## src/rtl/mfm_pkg.sv

```systemverilog
// Shared types and interval thresholds for the MFM read-channel word decoder.
package mfm_pkg;

  typedef enum logic [1:0] {
    HUNT     = 2'd0,
    PREAMBLE = 2'd1,
    LOCKED   = 2'd2
  } stateT;

  typedef enum logic [1:0] {
    I2  = 2'd0,
    I3  = 2'd1,
    I4  = 2'd2,
    ERR = 2'd3
  } ivlClassT;

  typedef enum logic {
    PH_C = 1'b0,
    PH_D = 1'b1
  } phaseT;

  // Boundary between the k-cell and (k+1)-cell interval bins, in clk cycles.
  function automatic int thr(input int n, input int k);
    return ((32'sd2 * k + 32'sd1) * n) / 32'sd2;
  endfunction

endpackage

```

## src/rtl/mfm_interval_classifier.sv

```systemverilog
// Edge-to-edge interval timer and classifier: reports the class of each completed
// interval and a single timeout pulse when no edge arrives within 4.5 cells.
module mfm_interval_classifier
  import mfm_pkg::*;
#(
  parameter int N = 8
) (
  input  logic     clk,
  input  logic     rst,
  input  logic     clear,
  input  logic     strobe,
  output ivlClassT ivlClass,
  output logic     ivlValid,
  output logic     timeout
);

  localparam int TW = $clog2(5 * N);
  localparam logic [TW-1:0] T2 = TW'(thr(N, 1));
  localparam logic [TW-1:0] T3 = TW'(thr(N, 2));
  localparam logic [TW-1:0] T4 = TW'(thr(N, 3));
  localparam logic [TW-1:0] T5 = TW'(thr(N, 4));

  logic [TW-1:0] timer;
  logic          armed;

  // Bin the current interval length; timer equals the interval on the strobe cycle.
  always_comb begin
    ivlClass = ERR;
    if (timer < T2) begin
      ivlClass = ERR;
    end else if (timer < T3) begin
      ivlClass = I2;
    end else if (timer < T4) begin
      ivlClass = I3;
    end else if (timer < T5) begin
      ivlClass = I4;
    end else begin
      ivlClass = ERR;
    end
  end

  // A strobe only yields an interval once a previous strobe has started the timer.
  assign ivlValid = strobe & armed;
  assign timeout  = armed & ~strobe & (timer == T5);

  // Interval timer: restarts at 1 on each strobe, saturates at the timeout point.
  always_ff @(posedge clk or negedge rst) begin
    if (!rst) begin
      timer <= '0;
      armed <= 1'b0;
    end else if (clear) begin
      timer <= '0;
      armed <= 1'b0;
    end else if (strobe) begin
      timer <= TW'(1);
      armed <= 1'b1;
    end else begin
      armed <= armed & ~timeout;
      if (timer < T5) begin
        timer <= timer + TW'(1);
      end else begin
        timer <= timer;
      end
    end
  end

endmodule

```

## src/rtl/mfm_word_decoder.sv

```systemverilog
// MFM read-channel decoder: hunts preamble, locks on the sync bit and assembles
// MSB-first words from classified flux-transition intervals.
module mfm_word_decoder
  import mfm_pkg::*;
#(
  parameter int CLKS_PER_CELL = 8,
  parameter int WORD_W        = 16,
  parameter int PREAMBLE_MIN  = 32
) (
  input  logic              clk,
  input  logic              rst,
  input  logic              enable,
  input  logic              mfmEdge,
  output logic [WORD_W-1:0] word,
  output logic              word_valid,
  output logic              locked,
  output logic              sync_pulse,
  output logic              bit_error
);

  localparam int PW = $clog2(PREAMBLE_MIN + 1);
  localparam int BW = $clog2(WORD_W + 1);

  ivlClassT          ivlClass;
  logic              ivlValid;
  logic              timeout;

  stateT             state, stateNext;
  phaseT             phase, phaseNext;
  logic [PW-1:0]     preCnt, preCntNext;
  logic [WORD_W-1:0] shiftReg, shiftNext, wordNext;
  logic [BW-1:0]     bitCnt, bitCntNext;
  logic [1:0]        emitN;
  logic [1:0]        emitBits;
  logic              dropWord, syncNext, errNext, wordValidNext;

  mfm_interval_classifier #(.N(CLKS_PER_CELL)) classifier (
    .clk      (clk),
    .rst      (rst),
    .clear    (~enable),
    .strobe   (mfmEdge),
    .ivlClass (ivlClass),
    .ivlValid (ivlValid),
    .timeout  (timeout)
  );

  // Lock FSM and MFM bit recovery; emitBits[1] is the earlier bit.
  always_comb begin
    stateNext  = state;
    phaseNext  = phase;
    preCntNext = preCnt;
    emitN      = 2'd0;
    emitBits   = 2'b00;
    dropWord   = 1'b0;
    syncNext   = 1'b0;
    errNext    = 1'b0;
    if (!enable) begin
      stateNext = HUNT;
      dropWord  = 1'b1;
    end else begin
      case (state)
        HUNT: begin
          if (ivlValid && ivlClass == I2) begin
            stateNext  = PREAMBLE;
            preCntNext = PW'(1);
          end else begin
            stateNext = HUNT;
          end
        end
        PREAMBLE: begin
          if (ivlValid) begin
            if (ivlClass == I2) begin
              preCntNext = (preCnt < PW'(PREAMBLE_MIN)) ? preCnt + PW'(1) : preCnt;
            end else if (ivlClass == I3 && preCnt >= PW'(PREAMBLE_MIN)) begin
              stateNext = LOCKED;
              phaseNext = PH_D;
              syncNext  = 1'b1;
              dropWord  = 1'b1;
            end else begin
              stateNext = HUNT;
            end
          end else if (timeout) begin
            stateNext = HUNT;
          end else begin
            stateNext = PREAMBLE;
          end
        end
        LOCKED: begin
          if (ivlValid) begin
            case (phase)
              PH_C: begin
                case (ivlClass)
                  I2: begin emitN = 2'd1; emitBits = 2'b00; end
                  I3: begin emitN = 2'd1; emitBits = 2'b10; phaseNext = PH_D; end
                  default: begin stateNext = HUNT; errNext = 1'b1; dropWord = 1'b1; end
                endcase
              end
              PH_D: begin
                case (ivlClass)
                  I2: begin emitN = 2'd1; emitBits = 2'b10; end
                  I3: begin emitN = 2'd2; emitBits = 2'b00; phaseNext = PH_C; end
                  I4: begin emitN = 2'd2; emitBits = 2'b01; end
                  default: begin stateNext = HUNT; errNext = 1'b1; dropWord = 1'b1; end
                endcase
              end
              default: begin stateNext = HUNT; errNext = 1'b1; dropWord = 1'b1; end
            endcase
          end else if (timeout) begin
            stateNext = HUNT;
            errNext   = 1'b1;
            dropWord  = 1'b1;
          end else begin
            stateNext = LOCKED;
          end
        end
        default: begin
          stateNext = HUNT;
          dropWord  = 1'b1;
        end
      endcase
    end
  end

  // Shift in up to two bits; a word may complete on the first, the second then starts the next.
  always_comb begin
    shiftNext     = shiftReg;
    bitCntNext    = bitCnt;
    wordNext      = word;
    wordValidNext = 1'b0;
    if (dropWord) begin
      bitCntNext = '0;
    end else begin
      for (int i = 0; i < 2; i++) begin
        if (i < int'(emitN)) begin
          shiftNext  = {shiftNext[WORD_W-2:0], emitBits[1-i]};
          bitCntNext = bitCntNext + BW'(1);
          if (bitCntNext == BW'(WORD_W)) begin
            wordNext      = shiftNext;
            wordValidNext = 1'b1;
            bitCntNext    = '0;
          end else begin
            wordNext = wordNext;
          end
        end else begin
          shiftNext = shiftNext;
        end
      end
    end
  end

  // State and registered outputs.
  always_ff @(posedge clk or negedge rst) begin
    if (!rst) begin
      state      <= HUNT;
      phase      <= PH_C;
      preCnt     <= '0;
      shiftReg   <= '0;
      bitCnt     <= '0;
      word       <= '0;
      word_valid <= 1'b0;
      locked     <= 1'b0;
      sync_pulse <= 1'b0;
      bit_error  <= 1'b0;
    end else begin
      state      <= stateNext;
      phase      <= phaseNext;
      preCnt     <= preCntNext;
      shiftReg   <= shiftNext;
      bitCnt     <= bitCntNext;
      word       <= wordNext;
      word_valid <= wordValidNext;
      locked     <= (stateNext == LOCKED);
      sync_pulse <= syncNext;
      bit_error  <= errNext;
    end
  end

endmodule
```

## config.mk

```make
export PLATFORM = sky130hd
export DESIGN_NAME = mfm_word_decoder
export DESIGN_NICKNAME = d
export VERILOG_FILES = /design/src/rtl/mfm_pkg.sv /design/src/rtl/mfm_interval_classifier.sv /design/src/rtl/mfm_word_decoder.sv
export SDC_FILE = /design/constraint.sdc
export NUM_CORES = 1
export LEC_CHECK = 0
export ABC_AREA = 1
export BUFFER_PORTS_ARGS = -buffer_cell sky130_fd_sc_hd__buf_2
export CORE_UTILIZATION = 40
export CTS_BUF_LIST = sky130_fd_sc_hd__clkbuf_2 sky130_fd_sc_hd__clkbuf_4 sky130_fd_sc_hd__clkbuf_8
export CTS_CLUSTER_SIZE = 8
export DETAILED_ROUTE_END_ITERATION = 8
export GPL_ROUTABILITY_DRIVEN = 0
export PLACE_DENSITY = 0.67
export RECOVER_POWER = 25
export SLEW_MARGIN = 30
export SYNTH_ARGS = -nofsm -noshare
export SYNTH_HDL_FRONTEND = slang
export SYNTH_SLANG_ARGS = --single-unit
```

## constraint.sdc

```tcl
create_clock -name clk -period 7.1 [get_ports clk]
set_input_delay 1.42 -clock clk [delete_from_list [all_inputs] [get_ports clk]]
set_output_delay 1.42 -clock clk [all_outputs]
set_load 0.005 [all_outputs]
```

### Word-level counts from Yosys, hierarchy flattened

Cells that the tools add are included.

| storage, ports and cells | value |
|---|---|
| word-level logic and storage cells | 135 |
| input port bits | 4 |
| output and inout port bits | 20 |
| flip-flop bits (word level) | 56 |

| operators by class | value |
|---|---|
| bitwise operators | 7 |
| reductions and logical operators | 11 |
| muxes and demuxes | 77 |
| add/subtract/negate cells | 4 |
| equal/unequal tests | 16 |
| order comparisons | 8 |

Operator list:

| cell | number |
|---|---|
| $mux W16 | 4 |
| $mux W6 | 7 |
| $mux W2 | 18 |
| $mux W15 | 2 |
| $mux W5 | 6 |
| $mux W1 | 29 |
| $pmux W2 S2 | 5 |
| $ne A2 B2 Y1 const B | 7 |
| $add A6 B1 Y6 const B | 2 |
| $lt A6 B5 Y1 const B | 2 |
| $lt A6 B6 Y1 const B | 2 |
| $pmux W6 S2 | 1 |
| $reduce_and A6 Y1 | 2 |
| $add A5 B1 Y5 const B | 2 |
| $eq A5 B5 Y1 const B | 2 |
| $eq A2 B2 Y1 const B | 3 |
| $eq A6 B6 Y1 const B | 1 |
| $ge A6 B6 Y1 const B | 1 |
| $lt A6 B4 Y1 const B | 1 |
| $pmux W1 S2 | 3 |
| $pmux W2 S3 | 1 |
| $and A1 B1 Y1 | 4 |
| $eq A2 B1 Y1 const B | 2 |
| $logic_not A2 Y1 | 2 |
| other kinds (8) | 14 |

### Logic depth before layout (Yosys ltp)

| logic depth | value |
|---|---|
| word-level depth | 20 |
| gate-level depth with buffers | 24 |
| gate-level depth less buffers | 23 |

### Modules after synthesis

A second synthesis with hierarchy kept.

| second synthesis, totals | value |
|---|---|
| cells, all modules | 506 |
| area, all modules | 3,667.3 um^2 |

By module, submodules not included:

| module | area each (um^2) | cells each | instances |
|---|---|---|---|
| mfm_word_decoder | 3,245.6 | 447 | 1 |
| mfm_interval_classifier | 421.7 | 59 | 1 |

### Worst setup path after synthesis

No wires, ideal clock.

| path | value |
|---|---|
| path kind | register -> register |
| from | reg classifier.timer[3] |
| to | reg word[14] |
| clock period less this slack | 3,285 ps |
| path buffers | 1 |
| slack | 3,815 ps |
| library setup time | 118 ps |
| data arrival time | 3,167 ps |
| cell stages (with the launch flop) | 22 |
| path through | dfrtp_1 nand2_1 inv_1 o311ai_0 inv_1 ha_1 nor2_1 nand3_4 nand2_4 nand3_2 nand2_2 ha_1 nand3_2 inv_2 nand2_1 nand2_2 nand3_4 inv_4 buf_4 nand3_1 nand3_1 nand2_1 |

| on the way | value |
|---|---|
| longest elaborated chain between the ends | 19 |
| elaborated cells between the ends (all ways) | 43 |
| those cells by class | add/sub (1); order compare (6); eq/ne (4); mux (26); bitwise (1); reduce/logical (5) |

RTL lines:

| what | line | text |
|---|---|---|
| from (decl) | mfm_interval_classifier.sv:23 | `logic [TW-1:0] timer;` |
| from (signal assigned) | mfm_interval_classifier.sv:60 | `timer <= timer + TW'(1);` |
| from (signal assigned) | mfm_interval_classifier.sv:62 | `timer <= timer;` |
| $lt A6 B6 Y1 | mfm_interval_classifier.sv:35 | `end else if (timer < T5) begin` |
| $mux W1 | mfm_interval_classifier.sv:35 |  |
| $mux W2 | mfm_interval_classifier.sv:33 | `end else if (timer < T4) begin` |
| $mux W2 | mfm_interval_classifier.sv:31 | `end else if (timer < T3) begin` |
| $mux W2 | mfm_interval_classifier.sv:29 | `if (timer < T2) begin` |
| $eq A2 B1 Y1, or another cell as far along | mfm_word_decoder.sv:74, mfm_word_decoder.sv:92, mfm_word_decoder.sv:99 |  |
| $reduce_or A2 Y1 (no source line) | n/a |  |
| $pmux W2 S2 or $mux W1 (tied branches) | mfm_word_decoder.sv:99, mfm_word_decoder.sv:92 |  |
| [... 3 more ...] | n/a |  |
| $mux W2 | mfm_word_decoder.sv:57 | `if (!enable) begin` |
| $lt A1 B2 Y1 | mfm_word_decoder.sv:134 | `if (i < int'(emitN)) begin` |
| $mux W5 | mfm_word_decoder.sv:134 |  |
| $mux W5 | mfm_word_decoder.sv:130 | `if (dropWord) begin` |
| $add A5 B1 Y5 | mfm_word_decoder.sv:136 | `bitCntNext = bitCntNext + BW'(1);` |
| $eq A5 B5 Y1 | mfm_word_decoder.sv:137 | `if (bitCntNext == BW'(WORD_W)) begin` |
| $mux W16 | mfm_word_decoder.sv:137 |  |
| $mux W16 | mfm_word_decoder.sv:134 |  |
| to (signal assigned) | mfm_word_decoder.sv:170 | `word <= wordNext;` |
| to (decl) | mfm_word_decoder.sv:14 | `output logic [WORD_W-1:0] word,` |

Several ways; a longest one is shown, not always the timed one. The select of a mux whose other input is x is not followed.
A chain may end at the register's enable or synchronous reset.

### Worst setup path after layout

| path | value |
|---|---|
| from | reg classifier.timer[3] |
| to | reg word[2] |

Same word-level chain as after synthesis.

==> summary.md <==
| Metric | Value |
|---|---|
| Fin crit share | 0.612 |
| Pwr dens | 163 nW/um^2 |
| Top Metal Used | met4 |
| FF-to-FF path depth | 20 |
| Initial core utilization | 0.411 |
| DRT iter0 DRCs | around 180 |
| Core area | slightly below 9000 um^2 |
| DP Worst Slack | ~2.7 ns |
| Post-synth top cells | nand2_1, o21ai_0, dfrtp_1 |
| Chip width | around 96 um |
| Clk buf depth | 2 |
| Global route total overflow | 0 |
| Hold depth | 1 |
| FF-to-FF Start | classifier.timer[3]$_DFFE_PN0P_ |
| Worst reg2reg setup slack | roughly 2.8 ns |
| Max VDD drop | a little over 0.08 mV |
| Final setup margin | between 2 and 3 ns |
| Synth Net Count | approximately 490 |
| CP peak stage delay | 0.54 ns |
| Critical Path RT | between 7 and 8 ns |
| Final-report hold violation count | 0 |
| Fin crit period | 4.35 ns |
| CTS tree | done |
| WHS Endpoint | preCnt[4]$_DFFE_PN0P_ |
| Fill count | ~900 |
| TNS Setup | 0 ns |
| Yosys top cell by area | dfrtp_1 |
| Num rows | 34 |
| Die area | 9310 um^2 |
| IO Count | 24 |
| Leak | around 1.9 nW |
| Placed cell count | 591 |
| DRT Wirelength | around 7800 um |
| Post-synthesis register bit count | 56 |
| Met1 WL | approximately 3700 um |
| Slew HR | -1.09 |
| RSZ-0062 raised after global routing | false |
| Initial antenna violation count | 0 |
| Crit end category | register |
| Final Setup Violations | 0 |
| Post-CTS sizing | 0 |
| Ys flop type | dfrtp_1 |
| Ordered list of cells on the worst path | nand2_1 > inv_1 > o311ai_0 > inv_1 > ha_1 > nor2_1 > nand3_4 > nand2_4 > nand3_2 > nand2_2 > ha_1 > nand3_2 > inv_2 > nand2_1 > nand2_2 > nand3_4 > inv_4 > nand3_1 > nand3_1 > nand2_1 |
| Post-synthesis sequential area ratio | 0.393 |
| Routed met2 length | between 3000 and 4000 um |
| WL/cell | 13.1 um |
| NumNets Final | a little over 500 |
| Yosys top cell area share | 0.393 |
| Cells after Synth | 478 |
| Final slew viol count | 57 |
| # hold bufs at CTS | 0 |
| Async S/R FF share, synth | 1.00 |
| Slowest-stage cell, CP | o311ai_0 |
| Critical path arrival | between 4 and 5 ns |
| First-pass GRT wire length | 13400 um |
| ANT nets after route | 0 |
| Most frequent cell on the critical path | nand2_1 |
| Vias/cell | 5.25 |
| CTS buffer count | 5 |
| Dominant cells by area after synthesis | dfrtp_1, nand2_1, o21ai_0 |
| # DRC | 0 |
| Via count | between 3000 and 4000 |
| DRT Pass-1 Iters | 4 |
| Area post-placement | roughly 3700 um^2 |
| Mapped cell area | 3570 um^2 |
| Critical path peak fanout | 35 |
| Worst Tran Pin Value | roughly 3.1 ns |
| IO buf count | 23 |
| Clock latency on the worst-skew pair | about 0.32 ns |
| Post-Layout Cell Count | 599 |
| H-tree levels | 2 |
| Most frequent cell after synthesis | nand2_1 |
| Setup bufs post-CTS | 0 |
| Largest net degree at the start of global routing | 57 |
| Clock Skew | between 0.02 and 0.025 ns |
| Reg2reg end | word[2]$_DFFE_PN0P_ |
| # clock sinks | 56 |
| Post-DP HPWL | between 5000 and 6000 um |
| Met3 Wirelength | 290 um |
| Die H | between 90 and 100 um |
| Post-Syn Area per Cell | roughly 7.5 um^2 |
| CTS root buf | clkbuf_8 |
| Crit path kind | register to register |
| MaxCap Viol Count | 1 |
| Share of cells above drive strength 1 | 0.118 |
| Synth unique cells | 39 |
| Failing checks | max-capacitance violations, max-slew violations |
| Fin area | slightly below 4000 um^2 |
| Vias in the first global route | between 2000 and 3000 |
| Ys Warns | 0 |
| Hold Slack | 0.494 ns |
| Area Overhead vs Synth | 7.68% |
| Hold Path Class | register to register |
| Critical hold path startpoint | preCnt[3]$_DFFE_PN0P_ |
| Post-synth EDFFs | 0 |
| Nature of the critical path startpoint | register |
| ANT cells | 0 |
| Max Freq | 230 MHz |
| Clk slew on worst S/H paths | ~0.11 ns |
| Outcome | finished with violations |
| Total GRT Usage | 0.182 |
-- layout by cell type, fill, tap and decap left out, types with 2 or more instances in the layout --
cell type / instances
o22ai_1: 2
o21ai_0: 64
nor4_1: 3
clkbuf_8: 5
inv_4: 2
o211ai_1: 8
buf_2: 23
nand3_1: 45
inv_2: 2
o21a_1: 2
nand2_4: 2
a21oi_1: 18
nor3_1: 6
dfrtp_1: 56
nand4_1: 3
ha_1: 10
a31oi_1: 2
inv_1: 56
nor2_1: 19
nand2_1: 112
o21bai_1: 17
nand2_2: 7
o21ai_2: 2
xnor2_1: 2
nand3_4: 2
nand3_2: 5
-- power by group --
| group | switching, mW | internal, mW | leakage, nW | total, mW |
|---|---|---|---|---|
| clock | 0.111 | 0.111 | 0.0592 | 0.222 |
| combinational | 0.0441 | 0.0164 | 1.08 | 0.0605 |
| sequential | 0.00922 | 0.334 | 0.739 | 0.343 |
-- metal layers --
layer | vias up | track usage
li1 | 1615 | -
met1 | 1484 | 0.250
met2 | 40 | 0.297
met3 | 8 | 0.0258
met4 | 0 | 0.0527
met5 | - | 0
-- logic make-up after synthesis --
kind of cell               share of synthesized area
buffers and inverters                         0.0936
AOI/OAI and AO/OA                              0.197
adders and majority gates                     0.0351
xor gates and xnor gates                     0.00491
and+or+nand+nor                                0.277
DFF                                            0.393
-- through the flow --
step / total power, mW / util
final: 0.626 / 0.443
after global routing: 0.656 / 0.443
after CTS: 0.634 / 0.443
after detailed placement: 0.410 / 0.430
after global placement: 0.409 / 0.430
after floorplan: 0.389 / -
-- flip-flops by register name, summed over array words and instances, names as in the netlist, 2 cells and up --
register and cells:
word 16, shiftReg 15, classifier.timer 6, preCnt 6, bitCnt 5, state 2
-- critical path, delay by kind of cell (launching register included) --
family	cells	cell delay, ns
AO/OA/AOI/OAI	1	0.54
flip-flops	1	0.44
AND/OR/NAND/NOR	13	2.11
adder cells (fa/ha/maj)	2	0.54
buffers and inverters	4	0.59
-- how the worst max path moves through the flow --
stage / start / endpoint / cells past startpoint
2_1_floorplan: classifier.timer[3]$_DFFE_PN0P_ / word[14]$_DFFE_PN0P_ / 21
3_3_place_gp: mfmEdge / shiftReg[5]$_DFFE_PN0P_ / 10
3_5_place_dp: classifier.timer[3]$_DFFE_PN0P_ / word[2]$_DFFE_PN0P_ / 20
4_1_cts: classifier.timer[3]$_DFFE_PN0P_ / word[2]$_DFFE_PN0P_ / 20
5_1_grt: classifier.timer[3]$_DFFE_PN0P_ / word[14]$_DFFE_PN0P_ / 20
6_report: classifier.timer[3]$_DFFE_PN0P_ / word[2]$_DFFE_PN0P_ / 20
-- final cells by class --
class                           instances  area, um^2  area share
Inverter                               62         239      0.0622
Multi-Input combinational cell        341        1830       0.477
Timing Repair Buffer                   24         119      0.0309
Tap cell                              108         135      0.0352
Clock inverter                          2        38.8      0.0101
Clock buffer                            6        76.3      0.0199
Sequential cell                        56        1400       0.365
No activity file was read; power rests on OpenSTA's default activity.
